`src/rtl/light_mode_if.sv`:
```
// Lamp/mode controller bus: raw user inputs toward the controller, lamp and indicator outputs back.
interface light_mode_if;
    logic push_button;
    logic infravermelho;
    logic saida;
    logic led;
    logic timer_busy;

    modport master (
        output push_button,
        output infravermelho,
        input  saida,
        input  led,
        input  timer_busy
    );

    modport slave (
        input  push_button,
        input  infravermelho,
        output saida,
        output led,
        output timer_busy
    );
endinterface

```
`src/rtl/light_mode_controller.sv`:
```
// Smart-lighting mode/lamp sequencer: input sync, button debounce, short/long press
// classification and the AUTO/MANUAL state machine with a motion hold timer.
module light_mode_controller #(
    parameter int DEBOUNCE_CYCLES   = 16,
    parameter int LONG_PRESS_CYCLES = 200,
    parameter int HOLD_CYCLES       = 2000
) (
    input logic         clk,
    input logic         rst,
    light_mode_if.slave bus
);
    localparam int DB_W = $clog2(DEBOUNCE_CYCLES + 1);
    localparam int PR_W = $clog2(LONG_PRESS_CYCLES + 1);
    localparam int TM_W = $clog2(HOLD_CYCLES + 1);

    localparam logic [1:0] AUTO_IDLE = 2'd0;
    localparam logic [1:0] AUTO_ON   = 2'd1;
    localparam logic [1:0] MAN_OFF   = 2'd2;
    localparam logic [1:0] MAN_ON    = 2'd3;

    localparam logic [DB_W-1:0] DB_LAST = DB_W'(DEBOUNCE_CYCLES - 1);
    localparam logic [PR_W-1:0] PR_MAX  = PR_W'(LONG_PRESS_CYCLES);
    localparam logic [TM_W-1:0] TM_LOAD = TM_W'(HOLD_CYCLES);

    logic            btn_s1_q, btn_s_q, ir_s1_q, ir_s_q;
    logic            btn_db_q, btn_db_d, btn_db_prev_q;
    logic [DB_W-1:0] db_cnt_q, db_cnt_d;
    logic [PR_W-1:0] press_cnt_q, press_cnt_d;
    logic [1:0]      state_q, state_d;
    logic [TM_W-1:0] timer_q, timer_d;
    logic            saida_q, led_q, busy_q;
    logic            long_evt, short_evt;

    always_comb begin
        btn_db_d = btn_db_q;
        db_cnt_d = '0;
        if (btn_s_q != btn_db_q) begin
            if (db_cnt_q == DB_LAST) btn_db_d = btn_s_q;
            else                     db_cnt_d = db_cnt_q + 1'b1;
        end

        press_cnt_d = '0;
        if (btn_db_q) press_cnt_d = (press_cnt_q == PR_MAX) ? PR_MAX : press_cnt_q + 1'b1;

        // press_cnt only advances while btn_db is high, so the two events can never coincide
        long_evt  = btn_db_q && (press_cnt_q == PR_MAX - 1'b1);
        short_evt = btn_db_prev_q && !btn_db_q && (press_cnt_q < PR_MAX);
    end

    always_comb begin
        state_d = state_q;
        timer_d = '0;
        case (state_q)
            AUTO_IDLE: begin
                if (long_evt) state_d = MAN_OFF;
                else if (ir_s_q) begin
                    state_d = AUTO_ON;
                    timer_d = TM_LOAD;
                end
            end
            AUTO_ON: begin
                if (long_evt)                 state_d = MAN_ON;
                else if (ir_s_q)              timer_d = TM_LOAD;
                else if (timer_q <= TM_W'(1)) state_d = AUTO_IDLE;
                else                          timer_d = timer_q - 1'b1;
            end
            MAN_OFF: begin
                if (long_evt)       state_d = AUTO_IDLE;
                else if (short_evt) state_d = MAN_ON;
            end
            MAN_ON: begin
                if (long_evt) begin
                    state_d = AUTO_ON;
                    timer_d = TM_LOAD;
                end else if (short_evt) state_d = MAN_OFF;
            end
            default: state_d = AUTO_IDLE;
        endcase
    end

    always_ff @(posedge clk) begin
        if (rst) begin
            btn_s1_q      <= 1'b0;
            btn_s_q       <= 1'b0;
            ir_s1_q       <= 1'b0;
            ir_s_q        <= 1'b0;
            btn_db_q      <= 1'b0;
            btn_db_prev_q <= 1'b0;
            db_cnt_q      <= '0;
            press_cnt_q   <= '0;
            state_q       <= AUTO_IDLE;
            timer_q       <= '0;
            saida_q       <= 1'b0;
            led_q         <= 1'b1;
            busy_q        <= 1'b0;
        end else begin
            btn_s1_q      <= bus.push_button;
            btn_s_q       <= btn_s1_q;
            ir_s1_q       <= bus.infravermelho;
            ir_s_q        <= ir_s1_q;
            btn_db_q      <= btn_db_d;
            btn_db_prev_q <= btn_db_q;
            db_cnt_q      <= db_cnt_d;
            press_cnt_q   <= press_cnt_d;
            state_q       <= state_d;
            timer_q       <= timer_d;
            // outputs decoded from the next state so they change on the same edge as it
            saida_q       <= (state_d == AUTO_ON) || (state_d == MAN_ON);
            led_q         <= (state_d == AUTO_ON) || (state_d == AUTO_IDLE);
            busy_q        <= (state_d == AUTO_ON) && !ir_s_q;
        end
    end

    assign bus.saida      = saida_q;
    assign bus.led        = led_q;
    assign bus.timer_busy = busy_q;
endmodule

```
`src/flat_wrapper.sv`:
```
// flat-port wrapper written by rule: the top's interface ports become plain ports
module light_mode_controller_flat 
#(
    parameter int DEBOUNCE_CYCLES   = 16,
    parameter int LONG_PRESS_CYCLES = 200,
    parameter int HOLD_CYCLES       = 2000
)
  (clk, rst, bus_push_button, bus_infravermelho, bus_saida, bus_led, bus_timer_busy);
  light_mode_if bus_i ();
  input logic clk;
  input logic rst;
  input wire logic [$bits(bus_i.push_button)-1:0] bus_push_button;
  input wire logic [$bits(bus_i.infravermelho)-1:0] bus_infravermelho;
  output wire logic [$bits(bus_i.saida)-1:0] bus_saida;
  output wire logic [$bits(bus_i.led)-1:0] bus_led;
  output wire logic [$bits(bus_i.timer_busy)-1:0] bus_timer_busy;
  assign bus_i.push_button = bus_push_button;
  assign bus_i.infravermelho = bus_infravermelho;
  assign bus_saida = bus_i.saida;
  assign bus_led = bus_i.led;
  assign bus_timer_busy = bus_i.timer_busy;
  light_mode_controller #(.DEBOUNCE_CYCLES(DEBOUNCE_CYCLES), .LONG_PRESS_CYCLES(LONG_PRESS_CYCLES), .HOLD_CYCLES(HOLD_CYCLES)) u_core (.clk(clk), .rst(rst), .bus(bus_i));
endmodule
```
`config.mk`:
```
export PLATFORM = sky130hd
export DESIGN_NAME = light_mode_controller_flat
export DESIGN_NICKNAME = d
export VERILOG_FILES = /design/src/rtl/light_mode_if.sv /design/src/rtl/light_mode_controller.sv /design/src/flat_wrapper.sv
export SDC_FILE = /design/constraint.sdc
export NUM_CORES = 1
export LEC_CHECK = 0
export ABC_AREA = 1
export BUFFER_PORTS_ARGS = -buffer_cell sky130_fd_sc_hd__buf_2
export CAP_MARGIN = 20
export CORE_MARGIN = 3
export CORE_UTILIZATION = 34
export CTS_BUF_LIST = sky130_fd_sc_hd__clkbuf_4 sky130_fd_sc_hd__clkbuf_8 sky130_fd_sc_hd__clkbuf_16
export DETAILED_ROUTE_END_ITERATION = 10
export PLACE_DENSITY = 0.56
export SLEW_MARGIN = 10
export SYNTH_ARGS = -nofsm -noshare
export SYNTH_HDL_FRONTEND = slang
export SYNTH_SLANG_ARGS = --single-unit
```
`constraint.sdc`:
```
create_clock -name clk -period 1.6 [get_ports clk]
set_input_delay 0.32 -clock clk [delete_from_list [all_inputs] [get_ports clk]]
set_output_delay 0.32 -clock clk [all_outputs]
set_load 0.01 [all_outputs]
```
==> results summary <==
The run finished with clean final reports. A synthesized cell averages 7.56 µm². The total of flip-flops plus latches after synthesis is 35.

In the final layout, the share of cells above drive strength 1 is 0.174. The total power consumption of the routed design is between 1.5 and 2 mW. The highest net fanout along the worst path is 5. The number of different library cells in the post-synthesis netlist came out at 26. The async set-or-reset flop fraction in the synthesized netlist is 0.

The net switching power of the design is between 400 and 500 µW. The placeable core area came out at roughly 4500 µm². The synthesized netlist net count came out at around 220. The count of fill cells added during filler insertion came out at 461. The library cell used most frequently in the layout, excluding fill and tap cells, is sky130_fd_sc_hd__nand2_1. Once layout is complete, the utilization of the core stands at 0.416. The data required time at the worst endpoint is between 1.5 and 2 ns. The count of nets left with antenna violations once routing finished came out at 0. Port buffering added 6 buffers. The worst pin sits at a relative slew slack of 0.749. The average wire length per cell after detail routing came out at around 9.4 µm.

Across the routed clock network, the largest skew measured is approximately 0.0033 ns. Cell internal power was estimated by the tool at 1.44 mW. The worst-skew pair later-pin latency is between 0.2 and 0.3 ns. STA classifies the critical path endpoint as a flop. The maximum count of clock buffers along a single path is 2. Among all stages on the critical path, the largest delay is contributed by sky130_fd_sc_hd__dfxtp_1.

The half-perimeter wire length of the detailed placement result is around 2000 µm. The proportion of synthesized chip area in sequential cells is 0.433. The startpoint identified for the worst register-to-register timing path is u_core.db_cnt_q[0]. The number of detailed-route iterations in the first pass is 6. The setup slack of the most critical reg-to-reg path is 0.12 ns. The part of the total power dissipated in sequential elements came out at 0.487. Clock tree synthesis found a total of 35 sinks. After clock tree synthesis, the setup repair step added 0 buffers.

The max-capacitance violation count is 0. The initial standard-cell utilization of the core is 0.362. The total wire length after detailed routing came out at between 2000 and 3000 µm.

The H-tree depth came out at 2. For this design the top-level I/O count stands at 7. The worst setup path is launched from a flop. The pin count of the biggest net entering global routing is 15. The achievable frequency came out at approximately 670 MHz. The portion of total power attributed to combinational logic is 0.075. The critical path is of the reg -> reg type. The number of antenna violations at the first check in global routing is 0.

Clock-pin slew was measured on the worst setup and hold paths at approximately 0.070 ns. The clock period minus worst slack is around 1.5 ns. The number of nets in the finished design came out at approximately 240. The hold-critical path depth came out at 3. The number of cells in the design after placement is around 270.

The TritonCTS buffer count came out at 5. After technology mapping, the gate count stands at about 210. The total via count in the routed design is ~1,300. For the pin with the worst max-slew slack, the measured transition is approximately 0.37 ns. The number of placement rows is 24. The worst hold path begins at bus_push_button. For hold timing, the worst endpoint is u_core.btn_s1_q. The number of warnings printed during yosys synthesis is 0. The final-report hold violation count was 0. The horizontal die dimension came out at about 75 µm.

The largest single stage delay on the critical path is between 0.3 and 0.4 ns. The endpoint identified for the worst register-to-register timing path is u_core.db_cnt_q[3]. The number of pins with negative max-slew slack in the final report was 0. The clock share of power came out at 0.438. The min-delay analysis places its worst path in the category in -> reg. The post-cts sizing count is 0. The total die area is between 5000 and 6000 µm². The post-placement worst setup slack came out at between 0.07 and 0.08 ns.

The relative area change from synthesis to final layout is 15.2%. The number of hold buffers added after cts is 0. The ratio of routed vias to standard cells came out at 4.46.

Final hold analysis gives a worst-case slack of 0.240 ns. Walking the worst path, the cells encountered are ha_1, nand2_1, nor2_1, ha_2, a21oi_2, o211ai_1, o21bai_1, a21oi_1. The count of antenna diodes in the layout is 0. For the worst flop-to-flop path, the logic depth is 8. In the synthesized netlist the dominant register cell turns out to be sky130_fd_sc_hd__dfxtp_1.

The congestion estimate from routability-driven global placement came to about 0.74. In the layout the commonest cells are 40 x sky130_fd_sc_hd__nand2_1, 36 x sky130_fd_sc_hd__nor2_1, 34 x sky130_fd_sc_hd__dfxtp_1. The die height came out at about 75 µm. For this design the ratio of total power to cell area is just under 1000 nW/µm². The summed instance area of the synthesized netlist came out at roughly 1600 µm². In the global route stage, overall resource usage came out at 0.107.

The filler-free cell count of the finished design came out at approximately 280. The final critical-path share of the clock period is 0.928. TritonCTS built the clock tree. The arrival time reported for the critical path endpoint came out at about 1.7 ns. The cell chosen for the clock root is sky130_fd_sc_hd__clkbuf_8. The worst supply voltage drop on vdd came out at 503 µV. Of the total power, the share spent switching nets is 0.219. The number of global-route vias before repair came out at 1,104. The global-route wire length before repair came out at about 4600 µm. The leakage power summed over all cells is roughly 0.81 nW.

The number of synthesized flops with an enable pin is 0. Setup slack on the critical path of the routed design comes to 0.115 ns. The number of DRC markers after the initial detailed-route iteration is 71. The remaining design rule violation count is 0. Setup violations remaining at the end of the flow were counted as 0. The total grt overflow came out at 0.
power by group through the flow:
stage	Sequential, mW	Combinational (mW)	Clock, mW
after detailed placement	0.921	0.138	0
after CTS	0.901	0.140	0.838
final	0.901	0.139	0.809
after global placement	0.921	0.139	0
after global routing	0.903	0.162	0.872
after floorplan	0.920	0.109	0
through the flow:
| stage | setup TNS, ns | area, µm² |
|---|---|---|
| 2_1_floorplan | 0 | 1620 |
| 3_3_place_gp | 0 | 1730 |
| 3_5_place_dp | 0 | 1730 |
| 4_1_cts | 0 | 1850 |
| 5_1_grt | -0.0316 | 1860 |
| 6_report | 0 | 1860 |
cells by family after synthesis:
group,Yosys count,share of synthesized area
compound gates,19,0.0619
xor+xnor,8,0.0433
fa+ha+maj,6,0.0464
buf+inv,33,0.0766
flops,35,0.433
simple gates,113,0.339
worst max-delay path by stage:
stage / startpoint / end / depth (start not counted) / slack [ns]
after CTS: u_core.db_cnt_q[0] / u_core.db_cnt_q[3] / 8 / 0.06
after global placement: u_core.db_cnt_q[0] / u_core.db_cnt_q[3] / 8 / 0.13
final: u_core.db_cnt_q[0] / u_core.db_cnt_q[3] / 8 / 0.12
after detailed placement: u_core.db_cnt_q[0] / u_core.db_cnt_q[3] / 8 / 0.08
after floorplan: u_core.db_cnt_q[0] / u_core.db_cnt_q[3] / 8 / 0.21
after global routing: u_core.db_cnt_q[0] / u_core.db_cnt_q[3] / 8 / -0.03
final cells by class:
class                      count  area, µm²  area share
multi-input combinational    146        806       0.433
sequential                    35        702       0.377
inverter                      32        120      0.0645
clock buffer                   6       82.6      0.0443
tap                           52       65.1      0.0349
timing repair buffer           9       52.6      0.0282
clock inverter                 2       35.0      0.0188
registers in the layout, indices dropped and copies added (netlist names), 2 cells and up:
register and flops:
u_core.state_q 2, u_core.db_cnt_q 5, u_core.press_cnt_q 8, u_core.timer_q 11
cells in the mapped netlist, types with 2 or more instances:
master / count / area (µm²)
sky130_fd_sc_hd__inv_2: 2 / 7.51
sky130_fd_sc_hd__inv_1: 30 / 113
sky130_fd_sc_hd__xnor2_1: 2 / 17.5
sky130_fd_sc_hd__nor3_1: 2 / 10.0
sky130_fd_sc_hd__xor2_1: 6 / 52.6
sky130_fd_sc_hd__dfxtp_1: 35 / 701
sky130_fd_sc_hd__nand2_2: 4 / 25.0
sky130_fd_sc_hd__nor2_2: 8 / 50.1
sky130_fd_sc_hd__nand3_1: 9 / 45.0
sky130_fd_sc_hd__nor2_1: 36 / 135
sky130_fd_sc_hd__nand2_1: 40 / 150
sky130_fd_sc_hd__nand3_4: 2 / 35.0
sky130_fd_sc_hd__o21ai_0: 2 / 10.0
sky130_fd_sc_hd__ha_1: 6 / 75.1
sky130_fd_sc_hd__a21oi_1: 14 / 70.1
sky130_fd_sc_hd__nor3b_1: 3 / 22.5
sky130_fd_sc_hd__nand4_1: 4 / 25.0
layer usage:
metal / track usage / share of wire / wire, µm / vias to the layer above
li1: - / - / - / 696
met4: 0.0356 / 0.0045 / 12 / 0
met2: 0.166 / 0.46 / 1200 / 12
met1: 0.139 / 0.51 / 1340 / 548
met3: 0.0360 / 0.031 / 81 / 2
met5: 0 / 0 / 0 / -
critical path, delay by kind of cell (launching register included):
family / cells / cell delay, ns
compound gates: 4 / 0.57
fa+ha+maj: 2 / 0.39
flops: 1 / 0.33
simple gates: 2 / 0.12
Power figures use the tool's default switching activity.
